--- config.mk ---
export PLATFORM = sky130hd
export DESIGN_NAME = ws2812_pixel_serializer
export DESIGN_NICKNAME = d
export VERILOG_FILES = /design/src/rtl/ws2812_pixel_serializer.sv
export SDC_FILE = /design/constraint.sdc
export NUM_CORES = 1
export LEC_CHECK = 0
export ABC_CLOCK_PERIOD_IN_PS = 2000
export BUFFER_PORTS_ARGS = -buffer_cell sky130_fd_sc_hd__clkbuf_2
export CAP_MARGIN = 20
export CORE_MARGIN = 3
export CORE_UTILIZATION = 58
export DETAILED_ROUTE_END_ITERATION = 7
export PLACE_DENSITY = 0.79
export SLEW_MARGIN = 20
export SYNTH_ARGS = -nofsm -noshare
export SYNTH_HDL_FRONTEND = slang
export SYNTH_SLANG_ARGS = --single-unit
--- constraint.sdc ---
create_clock -name clk -period 2 [get_ports clk]
set_input_delay 0.2 -clock clk [delete_from_list [all_inputs] [get_ports clk]]
set_output_delay 0.2 -clock clk [all_outputs]
set_load 0.005 [all_outputs]
--- src/rtl/ws2812_pixel_serializer.sv ---
// Pixel-to-bit serializer feeding the WS2812B bit generator: takes 24-bit GRB words,
// emits one genMode per generator slot MSB-first, and closes each frame with a RET period.
module ws2812_pixel_serializer #(
    parameter int BITS_PER_PIXEL = 24,
    parameter int RET_SLOTS      = 1
) (
    input  logic                      clk,
    input  logic                      reset,
    input  logic [BITS_PER_PIXEL-1:0] pixelData,
    input  logic                      pixelValid,
    input  logic                      pixelLast,
    output logic                      pixelReady,
    input  logic                      genDone,
    output logic [1:0]                genMode,
    output logic                      doGen,
    output logic                      busy,
    output logic                      frameDone,
    output logic                      underrun
);

    localparam int BIT_CNT_W = $clog2(BITS_PER_PIXEL);
    localparam int RET_CNT_W = $clog2(RET_SLOTS + 1);
    localparam logic [BIT_CNT_W-1:0] BIT_CNT_LOAD = BIT_CNT_W'(BITS_PER_PIXEL - 1);
    localparam logic [RET_CNT_W-1:0] RET_CNT_LOAD = RET_CNT_W'(RET_SLOTS - 1);

    localparam logic [1:0] MODE_RET = 2'b00;

    typedef enum logic [1:0] {
        IDLE = 2'd0,
        SEND = 2'd1,
        RET  = 2'd2
    } stateType;

    stateType                  stateReg,     stateNext;
    logic                      holdValidReg, holdValidNext;
    logic [BITS_PER_PIXEL-1:0] holdDataReg,  holdDataNext;
    logic                      holdLastReg,  holdLastNext;
    logic [BITS_PER_PIXEL-1:0] shiftReg,     shiftNext;
    logic                      lastFlagReg,  lastFlagNext;
    logic [BIT_CNT_W-1:0]      bitCntReg,    bitCntNext;
    logic [RET_CNT_W-1:0]      retCntReg,    retCntNext;
    logic [1:0]                genModeReg,   genModeNext;
    logic                      doGenReg,     doGenNext;
    logic                      frameDoneReg, frameDoneNext;
    logic                      underrunReg,  underrunNext;

    logic                      accept;
    logic                      nextAvail;
    logic [BITS_PER_PIXEL-1:0] nextData;
    logic                      nextLast;

    assign accept = pixelValid && !holdValidReg;

    // The pixel that follows the current one: the hold register if occupied,
    // otherwise a word being accepted this very cycle (bypass).
    assign nextAvail = holdValidReg || accept;
    assign nextData  = holdValidReg ? holdDataReg : pixelData;
    assign nextLast  = holdValidReg ? holdLastReg : pixelLast;

    always_comb begin
        stateNext     = stateReg;
        holdValidNext = holdValidReg;
        holdDataNext  = holdDataReg;
        holdLastNext  = holdLastReg;
        shiftNext     = shiftReg;
        lastFlagNext  = lastFlagReg;
        bitCntNext    = bitCntReg;
        retCntNext    = retCntReg;
        genModeNext   = genModeReg;
        doGenNext     = doGenReg;
        frameDoneNext = 1'b0;
        underrunNext  = 1'b0;

        if (accept) begin
            holdValidNext = 1'b1;
            holdDataNext  = pixelData;
            holdLastNext  = pixelLast;
        end

        case (stateReg)
            IDLE: begin
                genModeNext = MODE_RET;
                doGenNext   = 1'b0;
                if (holdValidReg) begin
                    shiftNext     = holdDataReg;
                    lastFlagNext  = holdLastReg;
                    holdValidNext = 1'b0;
                    bitCntNext    = BIT_CNT_LOAD;
                    genModeNext   = {1'b1, holdDataReg[BITS_PER_PIXEL-1]};
                    doGenNext     = 1'b1;
                    stateNext     = SEND;
                end
            end

            SEND: begin
                if (genDone) begin
                    if (bitCntReg != '0) begin
                        shiftNext   = {shiftReg[BITS_PER_PIXEL-2:0], 1'b0};
                        bitCntNext  = bitCntReg - 1'b1;
                        genModeNext = {1'b1, shiftReg[BITS_PER_PIXEL-2]};
                    end else if (lastFlagReg) begin
                        genModeNext = MODE_RET;
                        retCntNext  = RET_CNT_LOAD;
                        stateNext   = RET;
                    end else if (nextAvail) begin
                        // Either source is consumed here, so the hold register ends empty.
                        shiftNext     = nextData;
                        lastFlagNext  = nextLast;
                        holdValidNext = 1'b0;
                        bitCntNext    = BIT_CNT_LOAD;
                        genModeNext   = {1'b1, nextData[BITS_PER_PIXEL-1]};
                    end else begin
                        underrunNext = 1'b1;
                        genModeNext  = MODE_RET;
                        retCntNext   = RET_CNT_LOAD;
                        stateNext    = RET;
                    end
                end
            end

            RET: begin
                genModeNext = MODE_RET;
                if (genDone) begin
                    if (retCntReg == '0) begin
                        frameDoneNext = 1'b1;
                        doGenNext     = 1'b0;
                        stateNext     = IDLE;
                    end else begin
                        retCntNext = retCntReg - 1'b1;
                    end
                end
            end

            default: begin
                genModeNext = MODE_RET;
                doGenNext   = 1'b0;
                stateNext   = IDLE;
            end
        endcase
    end

    always_ff @(posedge clk or negedge reset) begin
        if (!reset) begin
            stateReg     <= IDLE;
            holdValidReg <= 1'b0;
            holdDataReg  <= '0;
            holdLastReg  <= 1'b0;
            shiftReg     <= '0;
            lastFlagReg  <= 1'b0;
            bitCntReg    <= '0;
            retCntReg    <= '0;
            genModeReg   <= MODE_RET;
            doGenReg     <= 1'b0;
            frameDoneReg <= 1'b0;
            underrunReg  <= 1'b0;
        end else begin
            stateReg     <= stateNext;
            holdValidReg <= holdValidNext;
            holdDataReg  <= holdDataNext;
            holdLastReg  <= holdLastNext;
            shiftReg     <= shiftNext;
            lastFlagReg  <= lastFlagNext;
            bitCntReg    <= bitCntNext;
            retCntReg    <= retCntNext;
            genModeReg   <= genModeNext;
            doGenReg     <= doGenNext;
            frameDoneReg <= frameDoneNext;
            underrunReg  <= underrunNext;
        end
    end

    assign pixelReady = !holdValidReg;
    assign genMode    = genModeReg;
    assign doGen      = doGenReg;
    assign busy       = (stateReg != IDLE);
    assign frameDone  = frameDoneReg;
    assign underrun   = underrunReg;

endmodule

# --- Word-level counts from Yosys, hierarchy flattened ---
# Index checks and enable logic that the tools add are counted.
word_totals:
  memories: 0
  mem_bits_ro: 0
  regBits: 63
  out_inout_bits: 7
  word_cells: 98
  mem_bits_rw: 0
  latch_bits: 0
op_classes:
  div: 0
  n_reduce_logical: 13
  n_bitwise: 1
  muxes: 60
  add_sub_neg: 2
  n_mul: 0
  magnitude_cmp: 0
  shift: 0
  n_eq_ne: 10
ops:
  columns: ["op", "count"]
  rows:
  - ["$mux 23", 5]
  - ["$pmux 23 s2", 1]
  - ["$mux 1", 29]
  - ["$mux 5", 5]
  - ["$mux 2", 12]
  - ["$mux 24", 1]
  - ["$ne 2x2->1 const B", 5]
  - ["$pmux 5 s2", 1]
  - ["$reduce_and 5->1", 2]
  - ["$ne 3x3->1 const B", 3]
  - ["$pmux 1 s2", 3]
  - ["$pmux 2 s3", 1]
  - ["$reduce_and 6->1", 1]
  - ["$reduce_bool 2->1", 3]
  - ["$reduce_bool 5->1", 1]
  - ["$sub 5x1->5 const B", 1]
  - ["$pmux 2 s2", 1]
  - ["$reduce_and 4->1", 1]
  - ["$pmux 1 s3", 1]
  - ["$reduce_and 3->1", 1]
  - ["$eq 2x1->1 const B", 1]
  - ["$eq 2x2->1 const B", 1]
  - ["$logic_not 2->1", 1]
  - ["$logic_and 1x1->1", 1]
  - ["4 further kinds", 4]

# --- Depth between registers and ports, before layout ---
# Gate-level depths: netlist of run 1.
depth:
  ltp_word: 8
  mapped_depth: 8

# --- Worst setup path before layout of run 1 ---
# Ideal clock, no wire load.
synth_timing:
  path_type: "register to register"
  start: "register bitCntReg[0]"
  end: "register shiftReg[20]"
  t_required_ps: 1874
  setup_ps: 126
  stages_incl_launch_ff: 9
  t_arrival_ps: 1657
  path_slack_ps: 218
  cell_sequence: "dfrtp_1 inv_1 ha_1 or4b_4 buf_6 buf_6 nor3_1 o21a_1 o31ai_1"
synth_between:
  elab_chain_len: 4
  elab_cells_between_ends: 7
  cone_classes: "eq/ne: 2; mux: 3; reduce/logical: 2"
synth_lines:
  columns: ["element", "line", "text"]
  rows:
  - ["start: declaration", "40", "logic [BIT_CNT_W-1:0] bitCntReg, bitCntNext;"]
  - ["start signal: assignment", "163", "bitCntReg <= bitCntNext;"]
  - ["$reduce_bool 5->1 (*)", "97", "if (bitCntReg != '0) begin"]
  - ["$mux 23", "97", null]
  - ["$mux 23", "96", "if (genDone) begin"]
  - ["$pmux 23 s2", "80", "case (stateReg)"]
  - ["end signal: assignment", "161", "shiftReg <= shiftNext;"]
  - ["end: declaration", "38", "logic [BITS_PER_PIXEL-1:0] shiftReg, shiftNext;"]
# Every way passes the cells marked *; elsewhere a longest branch is shown, timed or not. The select of a mux whose other input is x is not followed.
# A chain may end at the register's enable or synchronous reset.

# --- Final worst setup path of run 1 ---
layout_timing:
  start: "register bitCntReg[0]"
  end: "register lastFlagReg"
layout_between:
  elab_chain_len: 3
layout_lines:
  columns: ["element", "line", "text"]
  rows:
  - ["$reduce_bool 5->1", "97", null]
  - ["$ne 2x2->1 (no source line)", null, null]
  - ["$reduce_and 4->1 (no source line)", null, null]
  - ["end signal: assignment", "162", "lastFlagReg <= lastFlagNext;"]
  - ["end: declaration", "39", "logic lastFlagReg, lastFlagNext;"]
# No other way between the ends.

==> flow_summary.toml, run 1 <==
[global_routing]
antenna_found_initial = 0
grt_max_degree = 63
grt_first_pass_wirelength_microns = 12000
gr-usage-all-layers_pct = 24.5
grt_overflow = 0
grt_pass1_vias = 2555

[timing]
min_period_ns = 1.92
hold_violations = 0
drv_slew = 0
setup_violations = 0
timing.hold.ws_ns = 0.0620
finalCritPeriodShare_pct = 96.1
layout_setup_ws_ns = 0.0781
slew_headroom_pct = 74.0
clock-skew-final_ns = 0.00988
tightest_slew_ns = 0.378
fmax_mhz = 520

[synth]
synth_area_sq_um = 3120
ys.flop_type = "dfrtp_1"
synth_nets = 400
synthCells = 370
synthArstFlopShare_pct = 100
synth_top_cell_by_area = "dfrtp_1"
yosysSeqAreaShare_pct = 49.7
synth_cell_types = 38
ys_seq_elements = 62
synth.avg_cell_area_sq_um = 8.43
synth_edf_count = 0
netlist.area_leader.share_pct = 49.7
yosys-top-cells-area = "dfrtp_1 50%, nand2_1 13%, nor2_1 6.5%"
yosysWarnings = 0

[drt]
drc_errors = 0
ant_nets = 0
drt_iter0_drc = 252
routed_wl_microns = 7140
viasPerCell = 5.51
wire_per_inst_microns = 14.8
firstDrtPassIters = 4
vias = 2666

[die]
die-width_microns = 79.3
ioPinCount = 36
rows = 26
die_y_microns = 79.3
die_area_sq_um = 6290
coreArea_sq_um = 5140
start_util_pct = 60.7

[min_path]
hp-class = "in -> reg"
min_from = "pixelData[17]"
min_path_cells = 3

[clocking]
cts.sinks = 62
cts_root_buf = "clkbuf_8"
cts_tree = "built"
tritoncts.num_buffers = 9
cts.htree.levels = 3
clockBufferDepth = 2
clk_pin_slew_ns = 0.07
clock_latency_ns = 0.34

[worst_setup_path]
cp-start-kind = "flop"
critPathLaunch = "bitCntReg[0]"
worstPathRequired_ns = 2.28
path_max_fanout = 10
cp-end-kind = "flop"
crit_type = "reg -> reg"
reg2reg_from = "bitCntReg[0]"
r2r_cells = 6
crit_arrival_ns = 2.21

[place]
place.gp.congestion = 0.834
place_area_sq_um = 3390
dpl.hpwl_microns = 4410
dp_slack_ns = 0.0196
numPortBuffers = 35

[run]
cap_violations = 0

[layout]
final_layout_size_suffix_gt1_share_pct = 19.3
mostFrequentLayoutCell = "nand2_1"
nFillCells = 428
area_growth_pct = 16.5
diodes = 0
stdcell_area_sq_um = 3630
final_cell_mix = "107 x nand2_1, 62 x dfrtp_1, 54 x nor2_1"
fin_nets = 440

[power_and_ir_drop]
peakVddDrop_mv = 0.757
power.total_w = 0.00466
p_leak_nw = 1.74
power_density_nw_per_um2 = 1280

[status]
status = "finished clean"
==> kinds of logic after synthesis <==
group | count (synthesis) | share of synthesized area [%]
buffers and inverters | 32 | 5.01
adder cells (fa/ha/maj) | 1 | 0.401
AO/OA/AOI/OAI | 73 | 17.3
multiplexers | 1 | 0.321
flip-flops | 62 | 49.7
AND/OR/NAND/NOR | 201 | 27.2
==> through the flow <==
| stage | TNS [ns] | instances | utilization, % |
|---|---|---|---|
| 2_1_floorplan | 0 | 370 | - |
| 3_3_place_gp | 0 | 463 | 65.9 |
| 3_5_place_dp | 0 | 463 | 65.9 |
| 4_1_cts | 0 | 479 | 69.4 |
| 5_1_grt | -0.0347 | 484 | 70.7 |
| 6_report | 0 | 484 | 70.7 |
==> area by class of cell <==
cell class | count | area (sq um) | area share, %
Timing Repair Buffer | 55 | 357 | 9.81
Multi-Input combinational cell | 277 | 1450 | 40.0
Clock inverter | 1 | 5.00 | 0.138
Clock buffer | 14 | 163 | 4.48
Inverter | 5 | 18.8 | 0.516
Tap cell | 70 | 87.6 | 2.41
Sequential cell | 62 | 1550 | 42.7
==> final timing paths <==
check                                  end  slack (ns)
max                            lastFlagReg        0.08
min                        holdDataReg[17]        0.06
max reg2reg                    lastFlagReg        0.08
min reg2reg                holdDataReg[12]        0.48
max in group asynchronous      shiftReg[1]        1.32
min in group asynchronous  holdDataReg[18]        0.41
==> worst max-delay path, stage by stage (launching register included) <==
cell     delay (ns)
dfrtp_1        0.39
inv_1          0.08
ha_2           0.21
or4b_4         0.57
o31ai_1        0.28
and3_1         0.20
o32a_1         0.14
==> routing by layer <==
metal	track usage (%)	share of wire, %
met2	37.5	47
met4	10.8	1.7
met1	33.4	45
met5	0	0
met3	5.56	5.6
==> Yosys cell counts (3+ instances only) <==
cell / instances
a21oi_1: 8
and3_1: 3
buf_1: 3
buf_2: 5
buf_4: 4
clkbuf_1: 13
dfrtp_1: 62
inv_1: 5
nand2_1: 107
nand2b_1: 4
nor2_1: 54
nor3_1: 26
o21a_1: 22
o21ai_0: 4
o31ai_1: 24
==> flip-flops by register name, indices dropped and copies added, names as in the netlist <==
| register | cells |
|---|---|
| holdDataReg | 24 |
| shiftReg | 23 |
| bitCntReg | 5 |
| genMode | 2 |
| stateReg | 2 |
| doGen | 1 |
| frameDone | 1 |
| holdLastReg | 1 |
| holdValidReg | 1 |
| lastFlagReg | 1 |
| underrun | 1 |
==> repair_timing <==
action,CTS,global route
hold endpoints to repair,62,0
hold buffers,1,0
resized for setup,0,7
buffers inserted,0,4
endpoints found under the setup margin,0,10
==> report_power, final <==
group | switching (W) | internal, W | total, W | leakage, nW
clock | 0.000471 | 0.000511 | 0.000981 | 0.0865
sequential | 0.000335 | 0.00176 | 0.00209 | 0.778
combinational | 0.000843 | 0.000740 | 0.00158 | 0.879
total | 0.00165 | 0.00301 | 0.00466 | 1.74
Note: power is estimated with default switching activity, not from simulation.
==> inputs of run 2 (changes only) <==
Settings changed: BUFFER_PORTS_ARGS -buffer_cell sky130_fd_sc_hd__clkbuf_2 to default, CORE_UTILIZATION 58 to 63, DONT_BUFFER_PORTS from default to 1.
==> run 2 against run 1 <==
Net effect:
- maximum frequency rose by 0.17%
- non-clock buffer count decreased by 6
- worst setup slack better by 0.0033 ns
- final area is 5.0% higher
- global-route usage up 3.6 points
- combinational power increased by 6%
==> flow_summary.toml, run 2 (synthesized netlist as in run 1, its figures left out) <==
[drt]
drt_iter0_drc = 220
routed_wl_microns = 7680
wire_per_inst_microns = 16.3
ant_nets = 0
vias = 2807
viasPerCell = 5.96
firstDrtPassIters = 6
drc_errors = 0

[timing]
slew_headroom_pct = 72.7
finalCritPeriodShare_pct = 95.9
fmax_mhz = 521
hold_violations = 0
min_period_ns = 1.92
setup_violations = 0
clock-skew-final_ns = 0.00934
layout_setup_ws_ns = 0.0814
tightest_slew_ns = 0.404
drv_slew = 0

[die]
die-width_microns = 76.4
start_util_pct = 68.3
ioPinCount = 36
die_area_sq_um = 5830
die_y_microns = 76.4
rows = 24
coreArea_sq_um = 4560

[power_and_ir_drop]
peakVddDrop_mv = 1.04
power.total_w = 0.00476
p_leak_nw = 1.75
power_density_nw_per_um2 = 1250

[worst_setup_path]
cp-start-kind = "flop"
cp-end-kind = "flop"
crit_arrival_ns = 2.14
reg2reg_from = "bitCntReg[0]"
path_max_fanout = 9
worstPathRequired_ns = 2.22
crit_type = "reg -> reg"
critPathLaunch = "bitCntReg[0]"

[layout]
area_growth_pct = 22.3
final_cell_mix = "107 x nand2_1, 62 x dfrtp_1, 54 x nor2_1"
top_regs = "holdDataReg x24, shiftReg x23, bitCntReg x5"
nFillCells = 276
fin_nets = 433
utilization_pct = 83.6
largest_register_ffs = 24
final_layout_size_suffix_gt1_share_pct = 14.0
mostFrequentLayoutCell = "nand2_1"
multi_input_area_sq_um = 1490
regArea_sq_um = 1550
final_cells = 471
diodes = 0
regMostFlops = "holdDataReg"

[global_routing]
met3_usage_pct = 4.61
met1_usage_pct = 37.4
grt_pass1_vias = 2876
grtUsageMet2_pct = 44.4
antenna_found_initial = 0
busiest_layer = "met2"
gr-usage-all-layers_pct = 28.1
grt_max_degree = 63
grt_overflow = 0
grt_first_pass_wirelength_microns = 13200

[status]
status = "finished clean"

[run]
cap_violations = 0

[clocking]
cts_root_buf = "clkbuf_8"
clock_latency_ns = 0.34
tritoncts.num_buffers = 9
cts_tree = "built"
cts.sinks = 62
cts.htree.levels = 3
clk_pin_slew_ns = 0.07
clockBufferDepth = 2

[place]
numPortBuffers = 0
dp_slack_ns = 0.00443
place.gp.congestion = 0.924
place_inst = 428
dpl.hpwl_microns = 4760

[min_path]
hp-class = "in -> reg"
min_from = "genDone"
==> run 2: cell types whose count changed in the layout (fill, tap and decap cells not counted), sizes merged <==
cell,before,now
clkbuf,49,13
dlygate4sd3,1,28
buf,19,21
or4b,2,1
==> run 2: through the flow <==
stage,hold WS (ns),instance area (sq um),setup TNS (ns)
2_1_floorplan,-0.0956,3120,0
6_report,0.0223,3820,0
3_3_place_gp,-0.0940,3260,0
4_1_cts,0.0127,3740,0
5_1_grt,0.0556,3820,-0.0198
3_5_place_dp,-0.0940,3260,0
==> run 2: layout make-up <==
| class | count | share of cell area [%] |
|---|---|---|
| sequential | 62 | 40.7 |
| multi-input combinational | 276 | 39.0 |
| timing repair buffer | 49 | 13.2 |
| clock buffer | 13 | 4.43 |
| tap | 65 | 2.13 |
| inverter | 5 | 0.492 |
| clock inverter | 1 | 0.131 |
==> run 2: worst paths after layout <==
kind,to,slack [ns],depth (start not counted)
max in group asynchronous,holdDataReg[8],1.34,2
setup / recovery,shiftReg[4],0.08,7
hold reg to reg,shiftReg[18],0.48,2
setup reg to reg,shiftReg[4],0.08,7
hold / removal,frameDone,0.02,2
min in group asynchronous,holdDataReg[21],0.41,2
==> run 2: worst max-delay path, cell delays in order (launching register included) <==
cell and delay, ns:
dfrtp_1 0.39, inv_1 0.08, ha_2 0.21, or4b_4 0.53, buf_4 0.20, nor3_1 0.18, o21a_1 0.16, o31ai_2 0.06
==> run 2: what timing repair did <==
action / 4_1_cts / 5_1_grt
setup buffers: 0 / 0
hold buffers: 29 / 0
hold endpoints to repair: 89 / 0
gates resized for setup: 0 / 17
setup endpoints to repair: 0 / 20
==> run 2: routing by layer <==
| metal | up-vias | wire (microns) |
|---|---|---|
| li1 | 1311 | - |
| met1 | 1337 | 3230 |
| met2 | 134 | 3780 |
| met3 | 25 | 497 |
| met4 | 0 | 182 |
| met5 | - | 0 |
==> run 2: power by group <==
| group | switching (W) | internal (W) | total (W) |
|---|---|---|---|
| registers | 0.000346 | 0.00176 | 0.00210 |
| logic | 0.000881 | 0.000786 | 0.00167 |
| clock network | 0.000459 | 0.000536 | 0.000995 |
